[config.mk]
export PLATFORM = sky130hd
export DESIGN_NAME = w5300_bus_arbiter_flat
export DESIGN_NICKNAME = d
export VERILOG_FILES = /design/src/rtl/w5300_bus_arbiter_if.sv /design/src/rtl/w5300_bus_arbiter.sv /design/src/flat_wrapper.sv
export SDC_FILE = /design/constraint.sdc
export NUM_CORES = 1
export LEC_CHECK = 0
export CAP_MARGIN = 20
export CORE_MARGIN = 1.5
export CORE_UTILIZATION = 40
export CTS_BUF_LIST = sky130_fd_sc_hd__clkbuf_8
export DETAILED_ROUTE_END_ITERATION = 6
export PLACE_DENSITY = 0.74
export SETUP_SLACK_MARGIN = 0.02
export SLEW_MARGIN = 20
export SYNTH_ARGS = -nofsm -noshare
export SYNTH_HDL_FRONTEND = slang
export SYNTH_SLANG_ARGS = --single-unit
[constraint.sdc]
create_clock -name clk0 -period 2.6 [get_ports clk0]
set_input_delay 0.26 -clock clk0 [delete_from_list [all_inputs] [get_ports clk0]]
set_output_delay 0.26 -clock clk0 [all_outputs]
set_load 0.02 [all_outputs]
[src/rtl/w5300_bus_arbiter_if.sv]
// Signal bundle between w5300_bus_arbiter, its two requesters and the W5300 pins.
// master = the arbiter itself, slave = everything around it (requesters, pads, bench).
interface w5300_bus_arbiter_if;
    // requester A (register/config engine)
    logic        a_req;
    logic        a_we;
    logic [9:0]  a_addr;
    logic [15:0] a_wdata;
    logic        a_done;
    // requester B (socket data engine)
    logic        b_req;
    logic        b_we;
    logic [9:0]  b_addr;
    logic [15:0] b_wdata;
    logic        b_done;
    // shared results and status
    logic [15:0] rdata;
    logic        bus_ready;
    logic        irq;
    // W5300 side
    logic        int_n;
    logic [15:0] data_in;
    logic [15:0] data_out;
    logic        data_oe;
    logic [9:0]  addr;
    logic        cs_n;
    logic        rd_n;
    logic        we_n;
    logic        reset_n;
    logic        rw_n;

    modport master (
        input  a_req, a_we, a_addr, a_wdata,
        input  b_req, b_we, b_addr, b_wdata,
        input  int_n, data_in,
        output a_done, b_done, rdata, bus_ready, irq,
        output data_out, data_oe, addr, cs_n, rd_n, we_n, reset_n, rw_n
    );

    modport slave (
        output a_req, a_we, a_addr, a_wdata,
        output b_req, b_we, b_addr, b_wdata,
        output int_n, data_in,
        input  a_done, b_done, rdata, bus_ready, irq,
        input  data_out, data_oe, addr, cs_n, rd_n, we_n, reset_n, rw_n
    );
endinterface

[src/rtl/w5300_bus_arbiter.sv]
// Round-robin arbiter and cycle sequencer for the W5300 16-bit parallel bus,
// including the chip hardware-reset sequence and the int_n synchroniser.
module w5300_bus_arbiter #(
    parameter int unsigned T_SETUP  = 1,
    parameter int unsigned T_STROBE = 7,
    parameter int unsigned T_HOLD   = 2,
    parameter int unsigned RST_LOW  = 200,
    parameter int unsigned RST_WAIT = 1000000
) (
    input  logic                clk0,
    input  logic                rst,
    w5300_bus_arbiter_if.master bif
);

    typedef enum logic [2:0] {
        ST_RST_LO,
        ST_RST_WT,
        ST_IDLE,
        ST_SETUP,
        ST_STROBE,
        ST_HOLD,
        ST_DONE
    } state_t;

    // Every timed state counts 0 .. N-1 and leaves when the counter hits N-1.
    localparam logic [23:0] LAST_RST_LO = 24'(RST_LOW - 1);
    localparam logic [23:0] LAST_RST_WT = 24'(RST_WAIT - 1);
    localparam logic [23:0] LAST_SETUP  = 24'(T_SETUP - 1);
    localparam logic [23:0] LAST_STROBE = 24'(T_STROBE - 1);
    localparam logic [23:0] LAST_HOLD   = 24'(T_HOLD - 1);

    state_t      r_state;
    logic [23:0] r_cnt;
    logic        r_ptr_b;
    logic        r_gnt_b;
    logic        r_we;

    logic        r_cs_n;
    logic        r_rd_n;
    logic        r_we_n;
    logic        r_rw_n;
    logic        r_data_oe;
    logic [9:0]  r_addr;
    logic [15:0] r_data_out;
    logic [15:0] r_rdata;
    logic        r_a_done;
    logic        r_b_done;
    logic        r_bus_ready;
    logic        r_reset_n;

    logic        r_int_meta;
    logic        r_int_sync;

    logic        w_any_req;
    logic        w_pick_b;
    logic        w_sel_we;
    logic [9:0]  w_sel_addr;
    logic [15:0] w_sel_wdata;
    logic [23:0] w_limit;
    logic        w_cnt_last;

    // Pointer side wins a tie; a lone requester wins regardless of the pointer.
    assign w_any_req   = bif.a_req | bif.b_req;
    assign w_pick_b    = bif.b_req & (~bif.a_req | r_ptr_b);
    assign w_sel_we    = w_pick_b ? bif.b_we    : bif.a_we;
    assign w_sel_addr  = w_pick_b ? bif.b_addr  : bif.a_addr;
    assign w_sel_wdata = w_pick_b ? bif.b_wdata : bif.a_wdata;

    always_comb begin
        w_limit = '0;
        case (r_state)
            ST_RST_LO: w_limit = LAST_RST_LO;
            ST_RST_WT: w_limit = LAST_RST_WT;
            ST_SETUP:  w_limit = LAST_SETUP;
            ST_STROBE: w_limit = LAST_STROBE;
            ST_HOLD:   w_limit = LAST_HOLD;
            default:   w_limit = '0;
        endcase
    end

    assign w_cnt_last = (r_cnt == w_limit);

    always_ff @(posedge clk0 or posedge rst) begin
        if (rst) begin
            r_state     <= ST_RST_LO;
            r_cnt       <= '0;
            r_ptr_b     <= 1'b0;
            r_gnt_b     <= 1'b0;
            r_we        <= 1'b0;
            r_cs_n      <= 1'b1;
            r_rd_n      <= 1'b1;
            r_we_n      <= 1'b1;
            r_rw_n      <= 1'b1;
            r_data_oe   <= 1'b0;
            r_addr      <= '0;
            r_data_out  <= '0;
            r_rdata     <= '0;
            r_a_done    <= 1'b0;
            r_b_done    <= 1'b0;
            r_bus_ready <= 1'b0;
            r_reset_n   <= 1'b0;
        end else begin
            r_a_done <= 1'b0;
            r_b_done <= 1'b0;
            case (r_state)
                ST_RST_LO: begin
                    if (w_cnt_last) begin
                        r_state   <= ST_RST_WT;
                        r_cnt     <= '0;
                        r_reset_n <= 1'b1;
                    end else begin
                        r_cnt <= r_cnt + 24'd1;
                    end
                end

                ST_RST_WT: begin
                    if (w_cnt_last) begin
                        r_state     <= ST_IDLE;
                        r_cnt       <= '0;
                        r_bus_ready <= 1'b1;
                    end else begin
                        r_cnt <= r_cnt + 24'd1;
                    end
                end

                ST_IDLE: begin
                    if (w_any_req) begin
                        r_state    <= ST_SETUP;
                        r_cnt      <= '0;
                        r_gnt_b    <= w_pick_b;
                        r_ptr_b    <= ~w_pick_b;
                        r_we       <= w_sel_we;
                        r_addr     <= w_sel_addr;
                        r_data_out <= w_sel_wdata;
                        r_cs_n     <= 1'b0;
                        r_rw_n     <= ~w_sel_we;
                        r_data_oe  <= w_sel_we;
                    end
                end

                ST_SETUP: begin
                    if (w_cnt_last) begin
                        r_state <= ST_STROBE;
                        r_cnt   <= '0;
                        if (r_we) begin
                            r_we_n <= 1'b0;
                        end else begin
                            r_rd_n <= 1'b0;
                        end
                    end else begin
                        r_cnt <= r_cnt + 24'd1;
                    end
                end

                // Read data is taken on the same edge that raises rd_n.
                ST_STROBE: begin
                    if (w_cnt_last) begin
                        r_state <= ST_HOLD;
                        r_cnt   <= '0;
                        r_rd_n  <= 1'b1;
                        r_we_n  <= 1'b1;
                        if (!r_we) begin
                            r_rdata <= bif.data_in;
                        end
                    end else begin
                        r_cnt <= r_cnt + 24'd1;
                    end
                end

                ST_HOLD: begin
                    if (w_cnt_last) begin
                        r_state   <= ST_DONE;
                        r_cnt     <= '0;
                        r_cs_n    <= 1'b1;
                        r_rw_n    <= 1'b1;
                        r_data_oe <= 1'b0;
                        r_a_done  <= ~r_gnt_b;
                        r_b_done  <= r_gnt_b;
                    end else begin
                        r_cnt <= r_cnt + 24'd1;
                    end
                end

                // No arbitration here: the finished requester drops req on this edge.
                ST_DONE: begin
                    r_state <= ST_IDLE;
                end

                default: begin
                    r_state <= ST_RST_LO;
                    r_cnt   <= '0;
                end
            endcase
        end
    end

    always_ff @(posedge clk0 or posedge rst) begin
        if (rst) begin
            r_int_meta <= 1'b1;
            r_int_sync <= 1'b1;
        end else begin
            r_int_meta <= bif.int_n;
            r_int_sync <= r_int_meta;
        end
    end

    assign bif.cs_n      = r_cs_n;
    assign bif.rd_n      = r_rd_n;
    assign bif.we_n      = r_we_n;
    assign bif.rw_n      = r_rw_n;
    assign bif.data_oe   = r_data_oe;
    assign bif.addr      = r_addr;
    assign bif.data_out  = r_data_out;
    assign bif.rdata     = r_rdata;
    assign bif.a_done    = r_a_done;
    assign bif.b_done    = r_b_done;
    assign bif.bus_ready = r_bus_ready;
    assign bif.reset_n   = r_reset_n;
    assign bif.irq       = ~r_int_sync;

endmodule

[src/flat_wrapper.sv]
// flat-port wrapper written by rule: the top's interface ports become plain ports
module w5300_bus_arbiter_flat 
#(
    parameter int unsigned T_SETUP  = 1,
    parameter int unsigned T_STROBE = 7,
    parameter int unsigned T_HOLD   = 2,
    parameter int unsigned RST_LOW  = 200,
    parameter int unsigned RST_WAIT = 1000000
)
  (clk0, rst, bif_a_req, bif_a_we, bif_a_addr, bif_a_wdata, bif_b_req, bif_b_we, bif_b_addr, bif_b_wdata, bif_int_n, bif_data_in, bif_a_done, bif_b_done, bif_rdata, bif_bus_ready, bif_irq, bif_data_out, bif_data_oe, bif_addr, bif_cs_n, bif_rd_n, bif_we_n, bif_reset_n, bif_rw_n);
  w5300_bus_arbiter_if bif_i ();
  input  logic clk0;
  input  logic rst;
  input wire logic [$bits(bif_i.a_req)-1:0] bif_a_req;
  input wire logic [$bits(bif_i.a_we)-1:0] bif_a_we;
  input wire logic [$bits(bif_i.a_addr)-1:0] bif_a_addr;
  input wire logic [$bits(bif_i.a_wdata)-1:0] bif_a_wdata;
  input wire logic [$bits(bif_i.b_req)-1:0] bif_b_req;
  input wire logic [$bits(bif_i.b_we)-1:0] bif_b_we;
  input wire logic [$bits(bif_i.b_addr)-1:0] bif_b_addr;
  input wire logic [$bits(bif_i.b_wdata)-1:0] bif_b_wdata;
  input wire logic [$bits(bif_i.int_n)-1:0] bif_int_n;
  input wire logic [$bits(bif_i.data_in)-1:0] bif_data_in;
  output wire logic [$bits(bif_i.a_done)-1:0] bif_a_done;
  output wire logic [$bits(bif_i.b_done)-1:0] bif_b_done;
  output wire logic [$bits(bif_i.rdata)-1:0] bif_rdata;
  output wire logic [$bits(bif_i.bus_ready)-1:0] bif_bus_ready;
  output wire logic [$bits(bif_i.irq)-1:0] bif_irq;
  output wire logic [$bits(bif_i.data_out)-1:0] bif_data_out;
  output wire logic [$bits(bif_i.data_oe)-1:0] bif_data_oe;
  output wire logic [$bits(bif_i.addr)-1:0] bif_addr;
  output wire logic [$bits(bif_i.cs_n)-1:0] bif_cs_n;
  output wire logic [$bits(bif_i.rd_n)-1:0] bif_rd_n;
  output wire logic [$bits(bif_i.we_n)-1:0] bif_we_n;
  output wire logic [$bits(bif_i.reset_n)-1:0] bif_reset_n;
  output wire logic [$bits(bif_i.rw_n)-1:0] bif_rw_n;
  assign bif_i.a_req = bif_a_req;
  assign bif_i.a_we = bif_a_we;
  assign bif_i.a_addr = bif_a_addr;
  assign bif_i.a_wdata = bif_a_wdata;
  assign bif_i.b_req = bif_b_req;
  assign bif_i.b_we = bif_b_we;
  assign bif_i.b_addr = bif_b_addr;
  assign bif_i.b_wdata = bif_b_wdata;
  assign bif_i.int_n = bif_int_n;
  assign bif_i.data_in = bif_data_in;
  assign bif_a_done = bif_i.a_done;
  assign bif_b_done = bif_i.b_done;
  assign bif_rdata = bif_i.rdata;
  assign bif_bus_ready = bif_i.bus_ready;
  assign bif_irq = bif_i.irq;
  assign bif_data_out = bif_i.data_out;
  assign bif_data_oe = bif_i.data_oe;
  assign bif_addr = bif_i.addr;
  assign bif_cs_n = bif_i.cs_n;
  assign bif_rd_n = bif_i.rd_n;
  assign bif_we_n = bif_i.we_n;
  assign bif_reset_n = bif_i.reset_n;
  assign bif_rw_n = bif_i.rw_n;
  w5300_bus_arbiter #(.T_SETUP(T_SETUP), .T_STROBE(T_STROBE), .T_HOLD(T_HOLD), .RST_LOW(RST_LOW), .RST_WAIT(RST_WAIT)) u_core (.clk0(clk0), .rst(rst), .bif(bif_i));
endmodule
; ---- After elaboration in Yosys (flattened, before gate mapping)
; Cells that the tools add are included.
[op_classes]
addsub = 1
eq_ne = 15
mux = 32
bitwise = 10
reduce_logical = 13
[ops]
columns = cell, count
row1 = $pmux 20 s4, 1
row2 = $pmux 24 s3, 1
row3 = $mux 24, 2
row4 = $add 24x1->24 const B, 1
row5 = $eq 24x20->1, 1
row6 = $pmux 3 s7, 1
row7 = $mux 3, 6
row8 = $mux 16, 1
row9 = $mux 1, 14
row10 = $ne 2x1->1 const B, 7
row11 = $mux 10, 1
row12 = $pmux 1 s2, 5
row13 = $eq 3x3->1 const B, 3
row14 = $reduce_and 2->1, 4
row15 = $reduce_and 4->1, 2
row16 = $not 1->1, 7
row17 = $eq 3x2->1 const B, 2
row18 = $reduce_and 3->1, 2
row19 = $reduce_and 6->1, 1
row20 = $reduce_or 5->1, 1
row21 = $reduce_bool 2->1, 2
row22 = $eq 3x1->1 const B, 1
row23 = $logic_not 3->1, 1
row24 = $ne 2x2->1 const B, 1
row25 = 2 further kinds, 3
[totals]
reg_bits = 83
input_bits = 75
elab_cells = 90

; ---- Depth between registers and ports, before layout
; Gate-level depths: netlist (run 1).
[depth]
depth_word = 7
mapped_depth = 9

; ---- Worst setup path before layout (run 1)
; Ideal clock, no wire load.
[synth_timing]
kind = register to register
startpoint = reg u_core.r_state[1]
endpoint = reg u_core.r_rdata[0] (netlist: u_core.bif.rdata[0])
arrival_ns = 1.970
t_required_ns = 2.475
slack_ns = 0.504
path_stages_with_launch = 9
path_buffers = 2
period_less_slack_ns = 2.096
cell_sequence = dfrtp_1 and2b_2 mux2i_1 o32ai_1 and3_1 buf_4 nand4_4 buf_6 mux2_4
[synth_between]
elab_chain_cells = 4
[synth_rtl]
columns = element, line
row1 = start: declaration, w5300_bus_arbiter.sv:32  ; state_t r_state;
row2 = start signal: assignment, w5300_bus_arbiter.sv:85  ; r_state <= ST_RST_LO;
row3 = start signal: assignment, w5300_bus_arbiter.sv:108  ; r_state <= ST_RST_WT;
row4 = start signal: assignment, w5300_bus_arbiter.sv:118  ; r_state <= ST_IDLE;
row5 = $eq 3x3->1 (tied with other cells), w5300_bus_arbiter.sv:71  ; case (r_state)
row6 = $pmux 20 s4, w5300_bus_arbiter.sv:71
row7 = $eq 24x20->1, w5300_bus_arbiter.sv:81  ; assign w_cnt_last = (r_cnt == w_limit);
row8 = $reduce_and 3->1 (no source line) *, -
row9 = end signal: assignment, w5300_bus_arbiter.sv:163  ; r_rdata <= bif.data_in;
row10 = end: declaration, w5300_bus_arbiter.sv:45  ; logic [15:0] r_rdata;
; Every way passes the cells marked *; elsewhere a longest branch is shown, timed or not.
; A chain may end at the register's enable or synchronous reset.

; ---- Final worst setup path (run 1)
[layout_timing]
startpoint = reg u_core.r_cnt[9]
endpoint = reg u_core.r_cnt[23]
[layout_between]
elab_chain_cells = 3
[layout_rtl]
columns = element, line
row1 = start: declaration, w5300_bus_arbiter.sv:33  ; logic [23:0] r_cnt;
row2 = start signal: assignment, w5300_bus_arbiter.sv:112  ; r_cnt <= r_cnt + 24'd1;
row3 = start signal: assignment, w5300_bus_arbiter.sv:122  ; r_cnt <= r_cnt + 24'd1;
row4 = start signal: assignment, w5300_bus_arbiter.sv:151  ; r_cnt <= r_cnt + 24'd1;
row5 = $add 24x1->24 or $eq 24x20->1 (tied branches), -
row6 = $mux 24 *, -
row7 = $pmux 24 s3 *, w5300_bus_arbiter.sv:105  ; case (r_state)
; Marks and branches as above.

==> flow_summary.yaml, run 1 <==
outcome:
  status: "completed"
route:
  vias: 3494
  first_pass_iters: 4
  ant_nets: 0
  routedWlPerCell_um: 16.3
  routed_wl_mm: 10.3
  routed_via_density: 5.53
  drt_iter0_markers: 139
  drc: 0
synthesis:
  synth_commonest_cells: "dfrtp_1, and3_1, nand2_1"
  syn_nets: 441
  synth_cell_types: 48
  syn_area_sq_mm: 0.00395
  ys_seq_area_frac: 0.528
  synthFlopType: "dfrtp_1"
  synth_area_leaders: "dfrtp_1, a221o_1, and3_1"
  synth-seq-cells: 83
  synth-edff-count: 0
  synth_top_cell_area_share: 0.488
  yosysWarnings: 0
  async_flop_share: 1.00
  synth_top_area_cell: "dfrtp_1"
  synth.most_common_cell: "dfrtp_1"
  syn_area_per_cell_sq_um: 10.8
  syn_inst: 365
cells_and_area:
  area_growth_pct: 43.2
  antennaDiodeCount: 0
  final_util: 0.583
  num-nets-final: 570
  drive_gt1_frac: 0.118
  fin_area_sq_mm: 0.00565
floorplan:
  coreArea_sq_mm: 0.00968
  start_util: 0.407
  die_y_um: 102
  die_area_sq_mm: 0.0105
  die_x_um: 102
  rows: 36
  io_pins: 127
clock_network:
  cts_made_buffers: 9
  cts_tree: "built"
  clkLatencyLatePin_ns: 0.36
  cts.sinks: 83
  cts_max_level: 3
  cts-root-buf: "clkbuf_8"
  ctsLongestPathBuffers: 2
  clkTransAtPathRegs_ns: 0.09
timing:
  layout_min_cycle_time_ns: 2.27
  slew_violations: 0
  hold_ws_ns: 0.244
  fmax_mhz: 441
  fin_ws_ns: 0.331
  hold_viol: 0
  fin_worst_skew_ns: 0.0169
  tightest_slew_ns: 0.518
  rsz0062_at_grt: "false"
  setup_viol: 0
  post-route-period-util: 0.873
  setup_tns_ns: 0
  slew_headroom: 0.654
setup_path:
  ff2ff_setup_slack_ns: 0.33
  startpoint_type: "flip-flop"
  cp-end-kind: "flip-flop"
  timing.rr.start: "u_core.r_cnt[9]"
  worst_path_most_repeated_cell: "and3_1"
  cp.required_ns: 2.84
  crit_buf_inv: 0
  crit_chain: "and4_1 -> and3_1 -> nand3_1 -> or4_1 -> and3_1 -> a211o_1"
  criticalPathCategory: "flip-flop to flip-flop"
  critPathSlowestCell: "or4_1"
  r2r_end: "u_core.r_cnt[23]"
  critPathMaxFanout: 8
  arrival_ns: 2.51
  cp_slowest_stage_delay_ns: 0.59
  cp_top_family: "simple AND/OR/NAND/NOR gates"
  worst_r2r_path_depth: 6
worst_hold_path:
  hp-class: "input port to asynchronous set/reset pin"
grt:
  grt_pass1_vias: 3466
  grt_max_degree: 56
  grt_pass1_wl_mm: 16.5
  antenna_found_initial: 0
  track_usage: 0.203
  overflow: 0
placement:
  gp_congestion: 0.853
  place_area_sq_mm: 0.00540
  preCtsSetupSlack_ns: 0.0745
  numPortBuffers: 126
  dp_hpwl_mm: 7.33
power:
  ir_drop_uv: 255
  pwr_density_cell_mw_per_mm2: 492
  p_leak_uw: 0.00255
flow_run:
  max-cap-violations: 0
-- state kept, by name (all words and copies together), names as in the netlist --
| signal | flops |
|---|---|
| u_core.bif.we_n | 1 |
| u_core.r_gnt_b | 1 |
| u_core.r_int_meta | 1 |
| u_core.r_state | 3 |
| u_core.bif.addr | 10 |
| u_core.r_int_sync | 1 |
| u_core.bif.bus_ready | 1 |
| u_core.bif.cs_n | 1 |
| u_core.bif.b_done | 1 |
| u_core.r_we | 1 |
| u_core.bif.rw_n | 1 |
| u_core.bif.rdata | 16 |
| u_core.bif.data_oe | 1 |
| u_core.bif.reset_n | 1 |
| u_core.bif.a_done | 1 |
| u_core.r_cnt | 24 |
| u_core.r_ptr_b | 1 |
| u_core.bif.rd_n | 1 |
| u_core.bif.data_out | 16 |
-- kinds of logic (layout without fill, tap and decap cells) --
family,after synthesis,in the layout,synth area share
muxes,19,19,0.0628
xor gates and xnor gates,1,1,0.00222
and+or+nand+nor,150,150,0.207
DFF,83,83,0.528
AOI/OAI and AO/OA,80,80,0.162
buffers and inverters,31,165,0.0343
adders and majority gates,1,1,0.00317
-- worst max path at each step --
stage                      start                   to  cells after the start
6_report         u_core.r_cnt[9]     u_core.r_cnt[23]                      6
2_1_floorplan                rst    u_core.bif.a_done                      1
5_1_grt          u_core.r_cnt[8]     u_core.r_cnt[16]                      6
4_1_cts        u_core.r_state[1]  u_core.bif.rdata[7]                      6
3_3_place_gp   u_core.r_state[1]  u_core.bif.rdata[2]                      6
3_5_place_dp   u_core.r_state[1]  u_core.bif.rdata[7]                      6
-- layout make-up --
| class | instances | area [sq um] |
|---|---|---|
| tap | 133 | 166 |
| fill | 835 | 4040 |
| inverter | 10 | 38.8 |
| clock inverter | 6 | 83.8 |
| timing repair buffer | 139 | 1400 |
| multi-input combinational | 251 | 1740 |
| sequential | 83 | 2090 |
| clock buffer | 10 | 138 |
-- per-layer routing --
layer,wire length [um],track usage
met1,4210,0.250
met2,5100,0.327
met3,800,0.0787
met4,204,0.0717
met5,0,0
-- where the power goes --
| group | switching [uW] | internal [uW] | leakage (uW) |
|---|---|---|---|
| clock network | 462 | 562 | 0.000115 |
| logic | 150 | 228 | 0.00147 |
| registers | 33.0 | 1350 | 0.000962 |
-- repair_timing --
action / 4_1_cts / 5_1_grt
buffers inserted: 0 / 1
endpoints found under the hold margin: 0 / 0
setup endpoints to repair: 0 / 17
hold buffers: 0 / 0
resized for setup: 0 / 2
-- placed cells by master, fill, tap and decap left out, types with 7 or more instances in the layout --
master           instances
o21ai_0                  7
nor3_1                  10
a221o_1                 27
nand2_1                 29
nand3_1                 23
mux2_4                  10
dfrtp_1                 76
clkbuf_8                10
nor2_1                  17
inv_1                   11
a21oi_1                 10
and3_1                  38
buf_4                   10
clkdlybuf4s50_1        126
-- through the flow --
stage	instances	total power, uW
after detailed placement	615	1780
after floorplan	365	1540
final	632	2780
after global placement	615	1780
after CTS	631	2810
after global routing	632	2900
Power figures use the tool's default switching activity.
==> inputs of run 2 (changes only) <==
--- a/config.mk
+++ b/config.mk
@@ -7,10 +7,10 @@
 export LEC_CHECK = 0
 export CAP_MARGIN = 20
 export CORE_MARGIN = 1.5
-export CORE_UTILIZATION = 40
+export CORE_UTILIZATION = 48
 export CTS_BUF_LIST = sky130_fd_sc_hd__clkbuf_8
 export DETAILED_ROUTE_END_ITERATION = 6
-export PLACE_DENSITY = 0.74
+export PLACE_DENSITY = 0.86
 export SETUP_SLACK_MARGIN = 0.02
 export SLEW_MARGIN = 20
 export SYNTH_ARGS = -nofsm -noshare
==> flow_summary.yaml, run 2 (synthesis results as in run 1) <==
setup_path:
  timing.rr.start: "u_core.r_state[1]"
  ff2ff_setup_slack_ns: 0.26
  cp-end-kind: "flip-flop"
  startpoint_type: "flip-flop"
  cp.required_ns: 2.81
  r2r_end: "u_core.r_cnt[20]"
  critPathMaxFanout: 12
  criticalPathCategory: "flip-flop to flip-flop"
  crit_path_end: "u_core.r_cnt[20]"
  worst_r2r_path_depth: 7
  startpoint: "u_core.r_state[1]"
  arrival_ns: 2.56
route:
  routed_via_density: 5.87
  first_pass_iters: 5
  routedWlPerCell_um: 16.7
  drc: 0
  vias: 3539
  ant_nets: 0
  drt_iter0_markers: 338
  routed_wl_mm: 10.1
clock_network:
  cts-root-buf: "clkbuf_8"
  cts_max_level: 3
  ctsLongestPathBuffers: 2
  cts_tree: "built"
  cts_made_buffers: 9
  clkTransAtPathRegs_ns: 0.09
  hold_buffers: 0
  clkLatencyLatePin_ns: 0.36
  cts.sinks: 83
power:
  ir_drop_uv: 227
  p_leak_uw: 0.00253
  pwr_density_cell_mw_per_mm2: 482
worst_hold_path:
  hp-class: "input port to asynchronous set/reset pin"
timing:
  rsz0062_at_grt: "false"
  hold_viol: 0
  setup_viol: 0
  slew_violations: 0
  fmax_mhz: 427
  fin_worst_skew_ns: 0.0153
  hold_ws_ns: 0.308
  tightest_slew_ns: 0.493
  post-route-period-util: 0.901
  layout_min_cycle_time_ns: 2.34
  setup_tns_ns: 0
  slew_headroom: 0.669
placement:
  gp_congestion: 0.872
  dp_hpwl_mm: 7.33
  place_area_sq_mm: 0.00536
  numPortBuffers: 126
cells_and_area:
  top_register: "u_core.r_cnt"
  final_cell_mix: "clkdlybuf4s50_1, dfrtp_1, and3_1"
  drive_gt1_frac: 0.122
  layout_commonest_cell: "clkdlybuf4s50_1"
  multi_input_area_sq_mm: 0.00173
  num-nets-final: 572
  largest_register_ffs: 24
  fin_area_sq_mm: 0.00558
  seqCellArea_sq_mm: 0.00208
  area_growth_pct: 41.5
  fillers: 556
  antennaDiodeCount: 0
floorplan:
  die_x_um: 93.7
  io_pins: 127
  coreArea_sq_mm: 0.00785
  die_y_um: 93.7
  die_area_sq_mm: 0.00877
  rows: 32
  start_util: 0.503
grt:
  overflow: 0
  track_usage: 0.238
  grt_pass1_vias: 3420
  grt_max_degree: 84
  antenna_found_initial: 0
  grt_pass1_wl_mm: 16.1
outcome:
  status: "completed"
flow_run:
  max-cap-violations: 0
==> run 2: changes by cell type in the layout (fill, tap and decap cells not counted), moves of 2 or more <==
cell	before	now
buf_4	10	13
clkinv_2	1	3
inv_1	11	9
inv_6	0	3
==> run 2: cell type report <==
class                   instances  area share
clock inverters                 7      0.0132
repair buffers                141       0.251
inverters                      10     0.00695
well taps                     102      0.0229
clock buffers                   9      0.0222
flip-flops and latches         83       0.374
multi-input cells             251       0.311
==> run 2: worst max-delay path: stages (launching register included) <==
cell and delay [ns]:
dfrtp_1 0.54, and2b_2 0.31, mux2i_1 0.15, o32ai_1 0.10, buf_4 0.16, nand3_1 0.28
nand2_2 0.23, o311ai_0 0.43
==> run 2: what timing repair did <==
| action | in CTS | in global routing |
|---|---|---|
| endpoints found under the setup margin | 0 | 18 |
| setup buffers | 0 | 1 |
| resized for setup | 0 | 1 |
==> run 2: power by group <==
group	switching (uW)	leakage (uW)	internal, uW
Clock	483	0.000100	451
Sequential	32.5	0.000964	1350
Combinational	151	0.00147	229
==> run 2: worst min-delay path by stage <==
stage,end,depth (start not counted)
after floorplan,u_core.r_int_meta,0
after global placement,u_core.r_int_sync,0
after detailed placement,u_core.r_int_sync,0
after CTS,u_core.bif.rdata[0],3
after global routing,u_core.r_int_meta,1
final,u_core.bif.addr[0],3
==> run 2: per-layer routing <==
metal / vias up / share of wire / GRT usage
met5: - / 0 / 0
met4: 0 / 0.018 / 0.116
met3: 18 / 0.086 / 0.0518
met2: 176 / 0.48 / 0.381
met1: 1699 / 0.42 / 0.307
li1: 1646 / - / -
==> run 2: through the flow <==
stage | utilization | instances | total power [uW] | setup WS [ns]
detailed placement | 0.683 | 586 | 1790 | 0.152
finish | 0.711 | 603 | 2690 | 0.257
global placement | 0.683 | 586 | 1780 | 0.300
global route | 0.711 | 603 | 2800 | 0.0662
floorplan | - | 365 | 1540 | 0.213
CTS | 0.708 | 602 | 2720 | 0.131
==> inputs of run 3 (changes only) <==
--- a/config.mk
+++ b/config.mk
@@ -5,7 +5,6 @@
 export SDC_FILE = /design/constraint.sdc
 export NUM_CORES = 1
 export LEC_CHECK = 0
-export CAP_MARGIN = 20
 export CORE_MARGIN = 1.5
 export CORE_UTILIZATION = 48
 export CTS_BUF_LIST = sky130_fd_sc_hd__clkbuf_8
==> results of run 3 <==
No change in the layout: final DEF, timing and power equal those of run 2.
